==> src/rtl/hs_bus_pkg.sv <==
// Shared definitions for the point-to-point bus buffers: default payload
// width, default buffer depth and a constant-foldable ceil(log2) helper.
package hs_bus_pkg;

   localparam int HS_DATA_W = 8;
   localparam int HS_DEPTH  = 4;

   // Smallest r with 2**r >= value; usable in parameter expressions.
   function automatic int hs_clog2(input int value);
      int r;
      r = 0;
      while ((1 << r) < value) r++;
      return r;
   endfunction

endpackage

==> src/rtl/hs_fifo_mem.sv <==
// DEPTH x DATA_W register array with one synchronous write port and one
// asynchronous read port. Contents are not reset; the controller never
// presents an entry that has not been written since reset.
module hs_fifo_mem #(
   parameter int DATA_W = 8,
   parameter int DEPTH  = 4,
   parameter int ADDR_W = 2
) (
   input  logic              clk,
   input  logic              we,
   input  logic [ADDR_W-1:0] waddr,
   input  logic [DATA_W-1:0] wdata,
   input  logic [ADDR_W-1:0] raddr,
   output logic [DATA_W-1:0] rdata
);

   logic [DATA_W-1:0] mem_q [DEPTH];

   // Store the incoming beat in the addressed slot.
   always_ff @(posedge clk) begin
      if (we) mem_q[waddr] <= wdata;
   end

   assign rdata = mem_q[raddr];

endmodule

==> src/rtl/hs_pipe_fifo.sv <==
// Valid/ready buffer between a bus source and sink. First-word-fall-through
// output, one cycle of latency, no combinational paths across the buffer:
// s_ready and m_valid are decoded from the occupancy register only.
// Optional statistics counters are built when HS_PIPE_FIFO_STALL_CNT_EN
// is defined.
module hs_pipe_fifo
   import hs_bus_pkg::*;
#(
   parameter  int DATA_W = HS_DATA_W,
   parameter  int DEPTH  = HS_DEPTH,
   localparam int CNT_W  = hs_clog2(DEPTH) + 1
) (
   input  logic              clk,
   input  logic              rst_n,
`ifdef HS_PIPE_FIFO_STALL_CNT_EN
   input  logic              stat_clr,
   output logic [15:0]       stall_cnt,
   output logic [15:0]       full_cnt,
`endif
   input  logic              s_valid,
   output logic              s_ready,
   input  logic [DATA_W-1:0] s_data,
   output logic              m_valid,
   input  logic              m_ready,
   output logic [DATA_W-1:0] m_data,
   output logic [CNT_W-1:0]  count
);

   localparam int PTR_W = hs_clog2(DEPTH);

   logic [PTR_W-1:0]  wr_ptr_q, wr_ptr_d;
   logic [PTR_W-1:0]  rd_ptr_q, rd_ptr_d;
   logic [CNT_W-1:0]  count_q, count_d;
   logic              push, pop;
   logic [DATA_W-1:0] rd_data;

   assign s_ready = (count_q != CNT_W'(DEPTH));
   assign m_valid = (count_q != '0);
   assign push    = s_valid & s_ready;
   assign pop     = m_valid & m_ready;
   assign count   = count_q;

   // Pointers wrap modulo DEPTH by overflow; occupancy moves only on
   // a push without a pop or a pop without a push.
   always_comb begin
      wr_ptr_d = wr_ptr_q;
      rd_ptr_d = rd_ptr_q;
      count_d  = count_q;
      if (push) wr_ptr_d = wr_ptr_q + 1'b1;
      if (pop)  rd_ptr_d = rd_ptr_q + 1'b1;
      case ({push, pop})
         2'b10:   count_d = count_q + 1'b1;
         2'b01:   count_d = count_q - 1'b1;
         default: count_d = count_q;
      endcase
   end

   // Control state register; reset discards all buffered beats.
   always_ff @(posedge clk or negedge rst_n) begin
      if (!rst_n) begin
         wr_ptr_q <= '0;
         rd_ptr_q <= '0;
         count_q  <= '0;
      end else begin
         wr_ptr_q <= wr_ptr_d;
         rd_ptr_q <= rd_ptr_d;
         count_q  <= count_d;
      end
   end

   hs_fifo_mem #(
      .DATA_W (DATA_W),
      .DEPTH  (DEPTH),
      .ADDR_W (PTR_W)
   ) u_mem (
      .clk   (clk),
      .we    (push),
      .waddr (wr_ptr_q),
      .wdata (s_data),
      .raddr (rd_ptr_q),
      .rdata (rd_data)
   );

   // Uninitialised memory is masked so m_data reads zero out of reset.
   assign m_data = m_valid ? rd_data : '0;

`ifdef HS_PIPE_FIFO_STALL_CNT_EN
   logic [15:0] stall_cnt_q;
   logic [15:0] full_cnt_q;

   // Saturating event counters; stat_clr wins over an increment.
   always_ff @(posedge clk or negedge rst_n) begin
      if (!rst_n) begin
         stall_cnt_q <= '0;
         full_cnt_q  <= '0;
      end else if (stat_clr) begin
         stall_cnt_q <= '0;
         full_cnt_q  <= '0;
      end else begin
         if (m_valid && !m_ready && (stall_cnt_q != 16'hFFFF))
            stall_cnt_q <= stall_cnt_q + 16'd1;
         if (s_valid && !s_ready && (full_cnt_q != 16'hFFFF))
            full_cnt_q <= full_cnt_q + 16'd1;
      end
   end

   assign stall_cnt = stall_cnt_q;
   assign full_cnt  = full_cnt_q;
`endif

endmodule

==> config.mk <==
export PLATFORM = sky130hd
export DESIGN_NAME = hs_pipe_fifo
export DESIGN_NICKNAME = d
export VERILOG_FILES = /design/src/rtl/hs_bus_pkg.sv /design/src/rtl/hs_fifo_mem.sv /design/src/rtl/hs_pipe_fifo.sv
export SDC_FILE = /design/constraint.sdc
export NUM_CORES = 1
export LEC_CHECK = 0
export ABC_AREA = 1
export ABC_CLOCK_PERIOD_IN_PS = 1600
export CAP_MARGIN = 20
export CORE_ASPECT_RATIO = 0.5
export CORE_MARGIN = 2
export CORE_UTILIZATION = 48
export DETAILED_ROUTE_END_ITERATION = 10
export PLACE_DENSITY = 0.74
export SKIP_LAST_GASP = 1
export SYNTH_ARGS = -nofsm -noshare
export SYNTH_HDL_FRONTEND = slang
export SYNTH_SLANG_ARGS = --single-unit
==> constraint.sdc <==
create_clock -name clk -period 1.6 [get_ports clk]
set_input_delay 0.32 -clock clk [delete_from_list [all_inputs] [get_ports clk]]
set_output_delay 0.32 -clock clk [all_outputs]
set_load 0.02 [all_outputs]
==> results.sh <==
export IMPL_status="finished, violations left"
export IMPL_timing_worst_slew_pin_value_ns=0.3825
export IMPL_fin_worst_skew_ns=0.01168
export IMPL_fin_crit_ns=1.685
export IMPL_globalRouteOverflowTotal=0
export IMPL_rel_slew_slack=0.7442
export IMPL_r2r_worst_path_cells=11
export IMPL_antenna_found_initial=0
export IMPL_ioPinCount=25
export IMPL_drtAntennaViolNets=0
export IMPL_numCtsBuffers=5
export IMPL_portBuffers=24
export IMPL_r2r_end="count[2]$_DFFE_PN0P_"
export IMPL_finalCritPeriodShare=1.053
export IMPL_global_route_usage_total=0.1880
export IMPL_hold_buffers=0
export IMPL_final_cell_mix="sky130_fd_sc_hd__inv_1, sky130_fd_sc_hd__edfxtp_1, sky130_fd_sc_hd__nand2_1, sky130_fd_sc_hd__buf_4, sky130_fd_sc_hd__nand2_2"
export IMPL_highest_clock_rate_mhz=593.3
export IMPL_first_global_vias=1305
export IMPL_nets=256
export IMPL_worst_setup_path_type="reg -> out"
export IMPL_avgViaCountPerCell=4.659
export IMPL_worst_setup_hold_path_clk_slew_ns=0.08
export IMPL_die_width_um=91.66
export IMPL_routed_wirelength_um=3878
export IMPL_setup_viol=10
export IMPL_chipHeight_um=47.83
export IMPL_place_inst=276
export IMPL_ys_types=19
export IMPL_synthesized_area_um2=1844
export IMPL_violations="negative setup slack"
export IMPL_reg2reg_setup_slack_ns=-0.07
export IMPL_power_static_leakage_nw=1.188
export IMPL_layout_cell_area_non_filler_um2=2586
export IMPL_wl_per_cell_um=13.37
export IMPL_critical_path_max_fanout=6
export IMPL_mappedNetlistNets=200
export IMPL_grt_setup_unrepaired="true"
export IMPL_ctsLongestPathBuffers=2
export IMPL_per_instance_average_area_after_synthesis_um2=10.13
export IMPL_finalWorstSetupSlack_ns=-0.08536
export IMPL_non_filler_instance_count_after_layout=290
export IMPL_post_route_cells_drive_above_1_share=0.4017
export IMPL_synth_seq_cells=39
export IMPL_worst_setup_path_end_kind="output pin"
export IMPL_insertedDiodeCount=0
export IMPL_dr_total_vias=1351
export IMPL_cp_start_kind="flop"
export IMPL_cap_violations=0
export IMPL_synth_top_area_frac=0.5210
export IMPL_final_hold_violation_count=0
export IMPL_worst_skew_pair_late_latency_ns=0.29
export IMPL_crit_arrival_ns=1.37
export IMPL_route_detailed_drc=0
export IMPL_hold_path_class="in -> async"
export IMPL_synthCells=182
export IMPL_synth_seq_area_share=0.6160
export IMPL_flow_area_growth_from_synthesis_pct=40.23
export IMPL_root_buffer="sky130_fd_sc_hd__clkbuf_8"
export IMPL_firstDrtPassIters=4
export IMPL_cts_tree="built"
export IMPL_post_synth_top_area_cell="sky130_fd_sc_hd__edfxtp_1"
export IMPL_r2r_start="count[1]$_DFFE_PN0P_"
export IMPL_data_required_time_of_the_critical_path_ns=1.28
export IMPL_finalMaxSlewViolations=0
export IMPL_power_per_cell_area_nw_per_um2=1928
export IMPL_grt_first_pass_wirelength_um=5975
export IMPL_largest_net_degree_at_the_start_of_global_routing=18
export IMPL_std_cell_rows=15
export IMPL_start_util=0.5199
export IMPL_gpl_wtd_cong=0.7046
export IMPL_mostFrequentLayoutCell="sky130_fd_sc_hd__inv_1"
export IMPL_design_die_area_um2=4384
export IMPL_core_area_um2=3547
export IMPL_cts_sink_count=39
export IMPL_synth_top_cells_by_area="sky130_fd_sc_hd__edfxtp_1, sky130_fd_sc_hd__dfrtp_1, sky130_fd_sc_hd__inv_1"
export IMPL_initialDrtViolationCount=95
export IMPL_place_detailed_hpwl_um=2417
export IMPL_cts_max_level=2
export IMPL_detailed_place_area_um2=2335
export IMPL_synth_warn=0
export IMPL_max_vdd_ir_drop_mv=0.9437
## worst max-delay path, cell delays in order, from the launching register on
cell and delay [ns]:
sky130_fd_sc_hd__dfrtp_2 0.47, sky130_fd_sc_hd__buf_6 0.17, sky130_fd_sc_hd__nand2_2 0.07, sky130_fd_sc_hd__nand3_2 0.07, sky130_fd_sc_hd__a21oi_2 0.15, sky130_fd_sc_hd__buf_4 0.15
## report_power, final
group          total [mW]  internal [mW]  switching, mW
Clock               0.644          0.304          0.340
Sequential           1.51           1.38          0.131
Combinational        2.83           1.27           1.57
## cell usage after synthesis, drive strengths merged
| library cell | instances |
|---|---|
| a21oi | 8 |
| buf | 4 |
| dfrtp | 7 |
| edfxtp | 32 |
| fa | 1 |
| ha | 5 |
| inv | 48 |
| nand2 | 46 |
| nand3 | 22 |
| nand4 | 1 |
| nor2 | 4 |
| o21ai | 2 |
| xnor2 | 2 |
## routing by layer
metal	share of wire	track usage	vias to the layer above
li1	-	-	679
met1	0.44	0.2391	648
met2	0.52	0.3324	17
met3	0.027	0.03780	7
met4	0.014	0.08182	0
met5	0	0	-
## logic make-up after synthesis
group                      count (synthesis)  synth area share
AOI/OAI and AO/OA                         10           0.02917
xor gates and xnor gates                   2          0.009500
adders and majority gates                  6           0.04478
buffers and inverters                     52            0.1248
DFF                                       39            0.6160
and+or+nand+nor                           73            0.1757
## state kept, by name, summed over array words and instances, names as in the netlist
signal	count
count	3
wr_ptr_q	2
u_mem.mem_q	32
rd_ptr_q	2
## through the flow
stage	power, mW	worst slack (ns)	hold slack (ns)	setup TNS, ns	util
2_1_floorplan	2.971	-0.06556	0.02441	-0.1273	-
3_3_place_gp	3.949	-0.2267	0.5115	-3.553	0.6582
3_5_place_dp	4.025	-0.2838	0.5294	-4.088	0.6582
4_1_cts	4.770	-0.08811	0.3132	-0.5962	0.7030
5_1_grt	5.304	-0.1527	0.3219	-1.201	0.7291
6_report	4.986	-0.08536	0.3091	-0.5764	0.7291
## final cells by class
cell class              count  area [um2]
clock buffers               6       72.57
fillers                   228       960.9
flip-flops and latches     39        1141
inverters                  48       195.2
clock inverters             2       12.51
repair buffers             53       465.4
multi-input cells          91       635.6
well taps                  51       63.81
## repair_timing
item | in CTS | in global routing
endpoints found under the setup margin | 15 | 11
buffers inserted | 1 | 4
pin swaps | 22 | 8
cloned | 1 | 0
gates resized for setup | 72 | 21
## worst max-delay path by stage
stage,from,to,slack [ns],cells past startpoint
6_report,rd_ptr_q[0]$_DFFE_PN0P_,m_data[4],-0.09,5
5_1_grt,count[1]$_DFFE_PN0P_,count[2]$_DFFE_PN0P_,-0.15,11
4_1_cts,rd_ptr_q[0]$_DFFE_PN0P_,m_data[0],-0.09,5
3_5_place_dp,m_ready,count[2]$_DFFE_PN0P_,-0.28,10
3_3_place_gp,m_ready,count[2]$_DFFE_PN0P_,-0.23,10
2_1_floorplan,count[0]$_DFFE_PN0P_,count[2]$_DFFE_PN0P_,-0.07,10
(Power assumes the default switching activity.)
